**src/rtl/inertial_read_sequencer_pkg.sv**
```systemverilog
// rtl/inertial_read_sequencer_pkg.sv - shared states and SPI command constants for the inertial read sequencer
// Contents: FSM state encodings, sensor init command words, data register
// addresses and a helper that builds the SPI read command for an address.
package inertial_read_sequencer_pkg;

  localparam int STATE_W = 4;

  // FSM state encodings
  localparam logic [STATE_W-1:0] ST_INIT_WAIT = 4'd0;
  localparam logic [STATE_W-1:0] ST_INIT1     = 4'd1;
  localparam logic [STATE_W-1:0] ST_INIT2     = 4'd2;
  localparam logic [STATE_W-1:0] ST_INIT3     = 4'd3;
  localparam logic [STATE_W-1:0] ST_INIT4     = 4'd4;
  localparam logic [STATE_W-1:0] ST_IDLE      = 4'd5;
  localparam logic [STATE_W-1:0] ST_RD_PL     = 4'd6;
  localparam logic [STATE_W-1:0] ST_RD_PH     = 4'd7;
  localparam logic [STATE_W-1:0] ST_RD_AL     = 4'd8;
  localparam logic [STATE_W-1:0] ST_RD_AH     = 4'd9;
  localparam logic [STATE_W-1:0] ST_DONE_VLD  = 4'd10;

  // Sensor configuration writes, {addr, data}, issued in this order
  localparam logic [15:0] INIT_CMD1 = 16'h0D02;
  localparam logic [15:0] INIT_CMD2 = 16'h1053;
  localparam logic [15:0] INIT_CMD3 = 16'h1150;
  localparam logic [15:0] INIT_CMD4 = 16'h1460;

  // Sensor data register addresses
  localparam logic [7:0] ADDR_PTCH_L = 8'h22;
  localparam logic [7:0] ADDR_PTCH_H = 8'h23;
  localparam logic [7:0] ADDR_AZ_L   = 8'h2C;
  localparam logic [7:0] ADDR_AZ_H   = 8'h2D;

  // Reads set the MSB of the address byte; the data byte is don't-care (0)
  function automatic logic [15:0] rd_cmd(input logic [7:0] addr);
    return {addr | 8'h80, 8'h00};
  endfunction

endpackage

```
**src/rtl/inert_int_sync.sv**
```systemverilog
// rtl/inert_int_sync.sv - two-flop synchronizer for the sensor data-ready interrupt
// Ports: clk, rst_n (async active-low), int_async (raw INT pin),
//        int_sync (INT after two flops, safe for the FSM to read).
module inert_int_sync (
  input  logic clk,
  input  logic rst_n,
  input  logic int_async,
  output logic int_sync
);

  logic int_ff1_q, int_ff1_d;
  logic int_ff2_q, int_ff2_d;

  always_comb begin
    int_ff1_d = int_async;
    int_ff2_d = int_ff1_q;
  end

  always_ff @(posedge clk or negedge rst_n) begin
    if (!rst_n) begin
      int_ff1_q <= 1'b0;
      int_ff2_q <= 1'b0;
    end else begin
      int_ff1_q <= int_ff1_d;
      int_ff2_q <= int_ff2_d;
    end
  end

  assign int_sync = int_ff2_q;

endmodule

```
**src/rtl/inertial_read_sequencer.sv**
```systemverilog
// rtl/inertial_read_sequencer.sv - configures an inertial sensor over SPI and reads pitch rate / Z accel on INT
// Ports: clk, rst_n (async active-low), INT (async data-ready),
//        wrt/cmd (SPI transaction launch and command word), done/rd_data
//        (SPI completion and read-back, low byte used), ptch_rt/AZ (signed
//        samples), vld (one-cycle pulse when a new coherent sample is out).
module inertial_read_sequencer
  import inertial_read_sequencer_pkg::*;
#(
  parameter int FAST_SIM = 0
) (
  input  logic               clk,
  input  logic               rst_n,
  input  logic               INT,
  output logic               wrt,
  output logic [15:0]        cmd,
  input  logic               done,
  input  logic [15:0]        rd_data,
  output logic signed [15:0] ptch_rt,
  output logic signed [15:0] AZ,
  output logic               vld
);

  localparam int TIMER_W = (FAST_SIM != 0) ? 9 : 16;

  logic int_ff2;

  inert_int_sync u_int_sync (
    .clk      (clk),
    .rst_n    (rst_n),
    .int_async(INT),
    .int_sync (int_ff2)
  );

  // ---------------------------------------------------------------- FSM
  logic [STATE_W-1:0] state_q, state_d;
  logic [TIMER_W-1:0] timer_q, timer_d;
  logic               wrt_q, wrt_d;
  logic [15:0]        cmd_q, cmd_d;
  logic               vld_q, vld_d;

  // Strobes from the FSM into the holding registers
  logic cap_pl, cap_ph, cap_al, publish;

  // wrt_q is high only in the launch cycle; the SPI master cannot finish in
  // that same cycle, so a done seen then is stray and gets dropped.
  logic done_ok;
  assign done_ok = done && !wrt_q;

  always_comb begin
    state_d = state_q;
    timer_d = timer_q;
    wrt_d   = 1'b0;
    cmd_d   = cmd_q;
    vld_d   = 1'b0;
    cap_pl  = 1'b0;
    cap_ph  = 1'b0;
    cap_al  = 1'b0;
    publish = 1'b0;

    case (state_q)
      ST_INIT_WAIT: begin
        timer_d = timer_q + TIMER_W'(1);
        if (&timer_q) begin
          state_d = ST_INIT1;
          wrt_d   = 1'b1;
          cmd_d   = INIT_CMD1;
        end
      end
      ST_INIT1: begin
        if (done_ok) begin
          state_d = ST_INIT2;
          wrt_d   = 1'b1;
          cmd_d   = INIT_CMD2;
        end
      end
      ST_INIT2: begin
        if (done_ok) begin
          state_d = ST_INIT3;
          wrt_d   = 1'b1;
          cmd_d   = INIT_CMD3;
        end
      end
      ST_INIT3: begin
        if (done_ok) begin
          state_d = ST_INIT4;
          wrt_d   = 1'b1;
          cmd_d   = INIT_CMD4;
        end
      end
      ST_INIT4: begin
        if (done_ok) begin
          state_d = ST_IDLE;
        end
      end
      ST_IDLE: begin
        if (int_ff2) begin
          state_d = ST_RD_PL;
          wrt_d   = 1'b1;
          cmd_d   = rd_cmd(ADDR_PTCH_L);
        end
      end
      ST_RD_PL: begin
        if (done_ok) begin
          cap_pl  = 1'b1;
          state_d = ST_RD_PH;
          wrt_d   = 1'b1;
          cmd_d   = rd_cmd(ADDR_PTCH_H);
        end
      end
      ST_RD_PH: begin
        if (done_ok) begin
          cap_ph  = 1'b1;
          state_d = ST_RD_AL;
          wrt_d   = 1'b1;
          cmd_d   = rd_cmd(ADDR_AZ_L);
        end
      end
      ST_RD_AL: begin
        if (done_ok) begin
          cap_al  = 1'b1;
          state_d = ST_RD_AH;
          wrt_d   = 1'b1;
          cmd_d   = rd_cmd(ADDR_AZ_H);
        end
      end
      ST_RD_AH: begin
        if (done_ok) begin
          // Outputs and vld are loaded on this same edge so the whole
          // sample becomes visible at once in DONE_VLD.
          publish = 1'b1;
          vld_d   = 1'b1;
          state_d = ST_DONE_VLD;
        end
      end
      ST_DONE_VLD: begin
        state_d = ST_IDLE;
      end
      default: begin
        state_d = ST_INIT_WAIT;
      end
    endcase
  end

  always_ff @(posedge clk or negedge rst_n) begin
    if (!rst_n) begin
      state_q <= ST_INIT_WAIT;
      timer_q <= '0;
      wrt_q   <= 1'b0;
      cmd_q   <= 16'h0000;
      vld_q   <= 1'b0;
    end else begin
      state_q <= state_d;
      timer_q <= timer_d;
      wrt_q   <= wrt_d;
      cmd_q   <= cmd_d;
      vld_q   <= vld_d;
    end
  end

  assign wrt = wrt_q;
  assign cmd = cmd_q;
  assign vld = vld_q;

  // --------------------------------------------------- holding registers
  logic [7:0]  ptch_l_q, ptch_l_d;
  logic [7:0]  ptch_h_q, ptch_h_d;
  logic [7:0]  az_l_q, az_l_d;
  logic [7:0]  az_h_q, az_h_d;
  logic [15:0] ptch_q, ptch_d;
  logic [15:0] az_q, az_d;

  always_comb begin
    ptch_l_d = ptch_l_q;
    ptch_h_d = ptch_h_q;
    az_l_d   = az_l_q;
    az_h_d   = az_h_q;
    ptch_d   = ptch_q;
    az_d     = az_q;
    if (cap_pl) ptch_l_d = rd_data[7:0];
    if (cap_ph) ptch_h_d = rd_data[7:0];
    if (cap_al) az_l_d   = rd_data[7:0];
    if (publish) begin
      // AZ-high arrives on this edge, so take it straight from rd_data
      az_h_d = rd_data[7:0];
      ptch_d = {ptch_h_q, ptch_l_q};
      az_d   = {rd_data[7:0], az_l_q};
    end
  end

  always_ff @(posedge clk or negedge rst_n) begin
    if (!rst_n) begin
      ptch_l_q <= 8'h00;
      ptch_h_q <= 8'h00;
      az_l_q   <= 8'h00;
      az_h_q   <= 8'h00;
      ptch_q   <= 16'h0000;
      az_q     <= 16'h0000;
    end else begin
      ptch_l_q <= ptch_l_d;
      ptch_h_q <= ptch_h_d;
      az_l_q   <= az_l_d;
      az_h_q   <= az_h_d;
      ptch_q   <= ptch_d;
      az_q     <= az_d;
    end
  end

  assign ptch_rt = ptch_q;
  assign AZ      = az_q;

  // Upper read-back byte carries nothing for this sensor
  logic unused_rd_hi;
  assign unused_rd_hi = ^rd_data[15:8];

endmodule

```
**config.mk**
```make
export PLATFORM = sky130hd
export DESIGN_NAME = inertial_read_sequencer
export DESIGN_NICKNAME = d
export VERILOG_FILES = /design/src/rtl/inertial_read_sequencer_pkg.sv /design/src/rtl/inert_int_sync.sv /design/src/rtl/inertial_read_sequencer.sv
export SDC_FILE = /design/constraint.sdc
export NUM_CORES = 1
export LEC_CHECK = 0
export CORE_UTILIZATION = 56
export DETAILED_ROUTE_END_ITERATION = 6
export PLACE_DENSITY_LB_ADDON = 0.15
export SETUP_SLACK_MARGIN = 0.3
export SYNTH_ARGS = -nofsm -noshare
export SYNTH_HDL_FRONTEND = slang
export SYNTH_SLANG_ARGS = --single-unit
```
**constraint.sdc**
```tcl
create_clock -name clk -period 5.3 [get_ports clk]
set_clock_uncertainty 0.1 [all_clocks]
set_input_delay 0.795 -clock clk [delete_from_list [all_inputs] [get_ports clk]]
set_output_delay 0.795 -clock clk [all_outputs]
set_load 0.005 [all_outputs]
```
==> impl_metrics.tcl <==
set metrics [dict create \
    status "complete, but fails checks" \
    violations "DRC" \
    synth_area_leaders "dfrtp_1, nand2_1, mux2_2, mux2_4, xnor2_1" \
    tns_ns 0 \
    gp_congestion 0.818 \
    cpPeakStageDelay_ns 0.79 \
    htreeDepth 3 \
    layout.cells.most_common_list "nand2_1, dfrtp_1, clkdlybuf4s50_1, mux2_2, nor2_1" \
    wire_per_inst_um 14.3 \
    grt_pass1_wl_um 11700 \
    drtAntennaViolNets 0 \
    hold_start "u_int_sync.int_ff1_q$_DFF_PN0_" \
    required_ns 5.48 \
    clock_sinks 90 \
    dr.max_layer_used "met4" \
    wl_met3_um 222 \
    area_growth_pct 20.1 \
    ys_ff_latch 90 \
    drt_iter0_drc 178 \
    arrival_ns 3.27 \
    grt_max_degree 51 \
    die_area_sq_um 7080 \
    start_util 0.589 \
    path_buf_inv 3 \
    setup_violations 0 \
    vias_per_cell 5.31 \
    worstPathMaxFanout 33 \
    fin_nets 414 \
    holdPathEnd "u_int_sync.int_sync$_DFF_PN0_" \
    num_vias 2522 \
    slew_violations 0 \
    rsz0062_at_grt "no" \
    reg2reg_from "state_q[3]$_DFFE_PN0P_" \
    routed_wl_um 6800 \
    reg2reg_to "cmd[0]$_DFFE_PN0P_" \
    overflow 0 \
    r2r_slack_ns 2.52 \
    ys.flop_type "dfrtp_1" \
    crit_type "in -> reg" \
    ir_drop_mv 0.148 \
    yosys.area.top_type "dfrtp_1" \
    holdBufCountCts 0 \
    async_reset_ff_frac 1.00 \
    antenna_cells 0 \
    worst_r2r_path_depth 5 \
    final-hold-violation-count 0 \
    cp-start-kind "input port" \
    ys_warn_count 0 \
    antenna_found_initial 0 \
    coreArea_sq_um 6420 \
    yosys.area.top_type_share 0.596 \
    drive_gt1_frac 0.148 \
    powerDensity_nw_per_um2 251 \
    critPathSlowestCell "inv_1" \
    synth_area_sq_um 3780 \
    grt_use_total 0.215 \
    worstSetupEndpointType "register" \
    leakage_nw 2.25 \
    wl_met2_um 3290 \
    seq_area_frac_synth 0.596 \
    die_h_um 84.2 \
    path_clk_slew_ns 0.08 \
    path_common_cell "nand2_1" \
    clockBufferDepth 2 \
    wl_met1_um 3150 \
    critical_path.top_delay_family "buffers and inverters" \
    hold_depth 0 \
    portBuffers 57 \
    cts_buffers 9 \
    grt_pass1_vias 2465 \
    cap_violations 0 \
    synth_edf_count 0 \
    cts_setup_buffers 0 \
    synth_cell_type_count 40 \
    dp_hpwl_um 4610 \
    worstHoldPathType "reg -> reg" \
    io_pins 70 \
    post-route-period-util 0.582 \
    cts_tree "yes" \
    fmax_mhz 324 \
    ctsResizeCount 0 \
    drc 17 \
    insertion_delay_ns 0.35 \
    die_x_um 84.2 \
    max-slew-margin-rel 0.316 \
    tightest_slew_ns 1.03 \
    fillers 476 \
    first_pass_iters 6 \
    path_cells "clkdlybuf4s50_1 -> nor2b_1 -> nand3_1 -> buf_4 -> inv_1 -> nand2_1 -> nand2_1" \
    final_common_cell "nand2_1" \
    period_needed_ns 3.08 \
    utilization 0.707 \
    row_count 29 \
    avgSynthCellArea_sq_um 11.2 \
    cts-root-buf "clkbuf_8" \
    synthCells 339 \
]
## where the power goes
group          leakage [nW]  internal (mW)  switching [mW]
logic                 0.933        0.00831          0.0191
registers              1.24          0.687        0.000482
clock network        0.0835          0.176           0.250
total                  2.25          0.871           0.270
## flip-flops by register name (all words and copies together) (netlist names)
name                  cells
AZ                       16
ptch_rt                  16
timer_q                  16
cmd                      10
az_l_q                    8
ptch_h_q                  8
ptch_l_q                  8
state_q                   4
u_int_sync.int_ff1_q      1
u_int_sync.int_sync       1
vld                       1
wrt                       1
## synthesized netlist by cell type (2+ instances only)
master,number
xnor2_1,9
nor2_1,12
nand2_1,105
dfrtp_1,90
buf_1,3
nor3_1,3
clkbuf_1,8
nor2b_1,4
buf_6,2
o21ai_0,3
buf_4,6
a211oi_1,2
mux2_4,8
mux2i_1,3
nand4_1,2
nand3_1,10
and3_1,3
a21oi_1,2
mux2_2,26
nand2b_1,6
inv_1,6
xor2_1,8
## how the worst max path moves through the flow
stage,depth (start not counted),end,startpoint
6_report,7,AZ[3]$_DFFE_PN0P_,done
2_1_floorplan,7,cmd[11]$_DFFE_PN0P_,state_q[3]$_DFFE_PN0P_
3_5_place_dp,7,ptch_rt[13]$_DFFE_PN0P_,done
4_1_cts,7,AZ[3]$_DFFE_PN0P_,done
5_1_grt,7,ptch_rt[3]$_DFFE_PN0P_,done
3_3_place_gp,7,AZ[0]$_DFFE_PN0P_,done
## through the flow
| stage | total power, mW | hold slack (ns) | setup WS (ns) | instance area, sq um | std cells |
|---|---|---|---|---|---|
| after floorplan | 0.706 | 0.231 | 3.08 | 3790 | 342 |
| after global placement | 0.729 | 0.256 | 1.92 | 4360 | 459 |
| after detailed placement | 0.730 | 0.257 | 1.86 | 4360 | 459 |
| after CTS | 1.15 | 0.277 | 2.24 | 4540 | 475 |
| after global routing | 1.19 | 0.287 | 2.01 | 4540 | 475 |
| final | 1.14 | 0.281 | 2.22 | 4540 | 475 |
## logic make-up after synthesis
family          share of synthesized area
other cells                      0.000992
flops                               0.596
compound gates                     0.0275
buf+inv                            0.0348
fa+ha+maj                         0.00331
simple gates                        0.181
xor+xnor                           0.0394
mux                                 0.117
## routing by layer
metal	vias to the layer above	track usage
li1	1215	-
met2	51	0.334
met1	1244	0.302
met3	12	0.0374
met5	-	0
met4	0	0.0987
## cell type report
cell class | count | area [sq um] | share of cell area
Sequential cell | 90 | 2250 | 0.496
Clock buffer | 10 | 128 | 0.0281
Timing Repair Buffer | 59 | 583 | 0.128
Clock inverter | 6 | 50.0 | 0.0110
Multi-Input combinational cell | 227 | 1410 | 0.310
Inverter | 6 | 22.5 | 0.00496
Tap cell | 77 | 96.3 | 0.0212
Power figures use the tool's default switching activity.
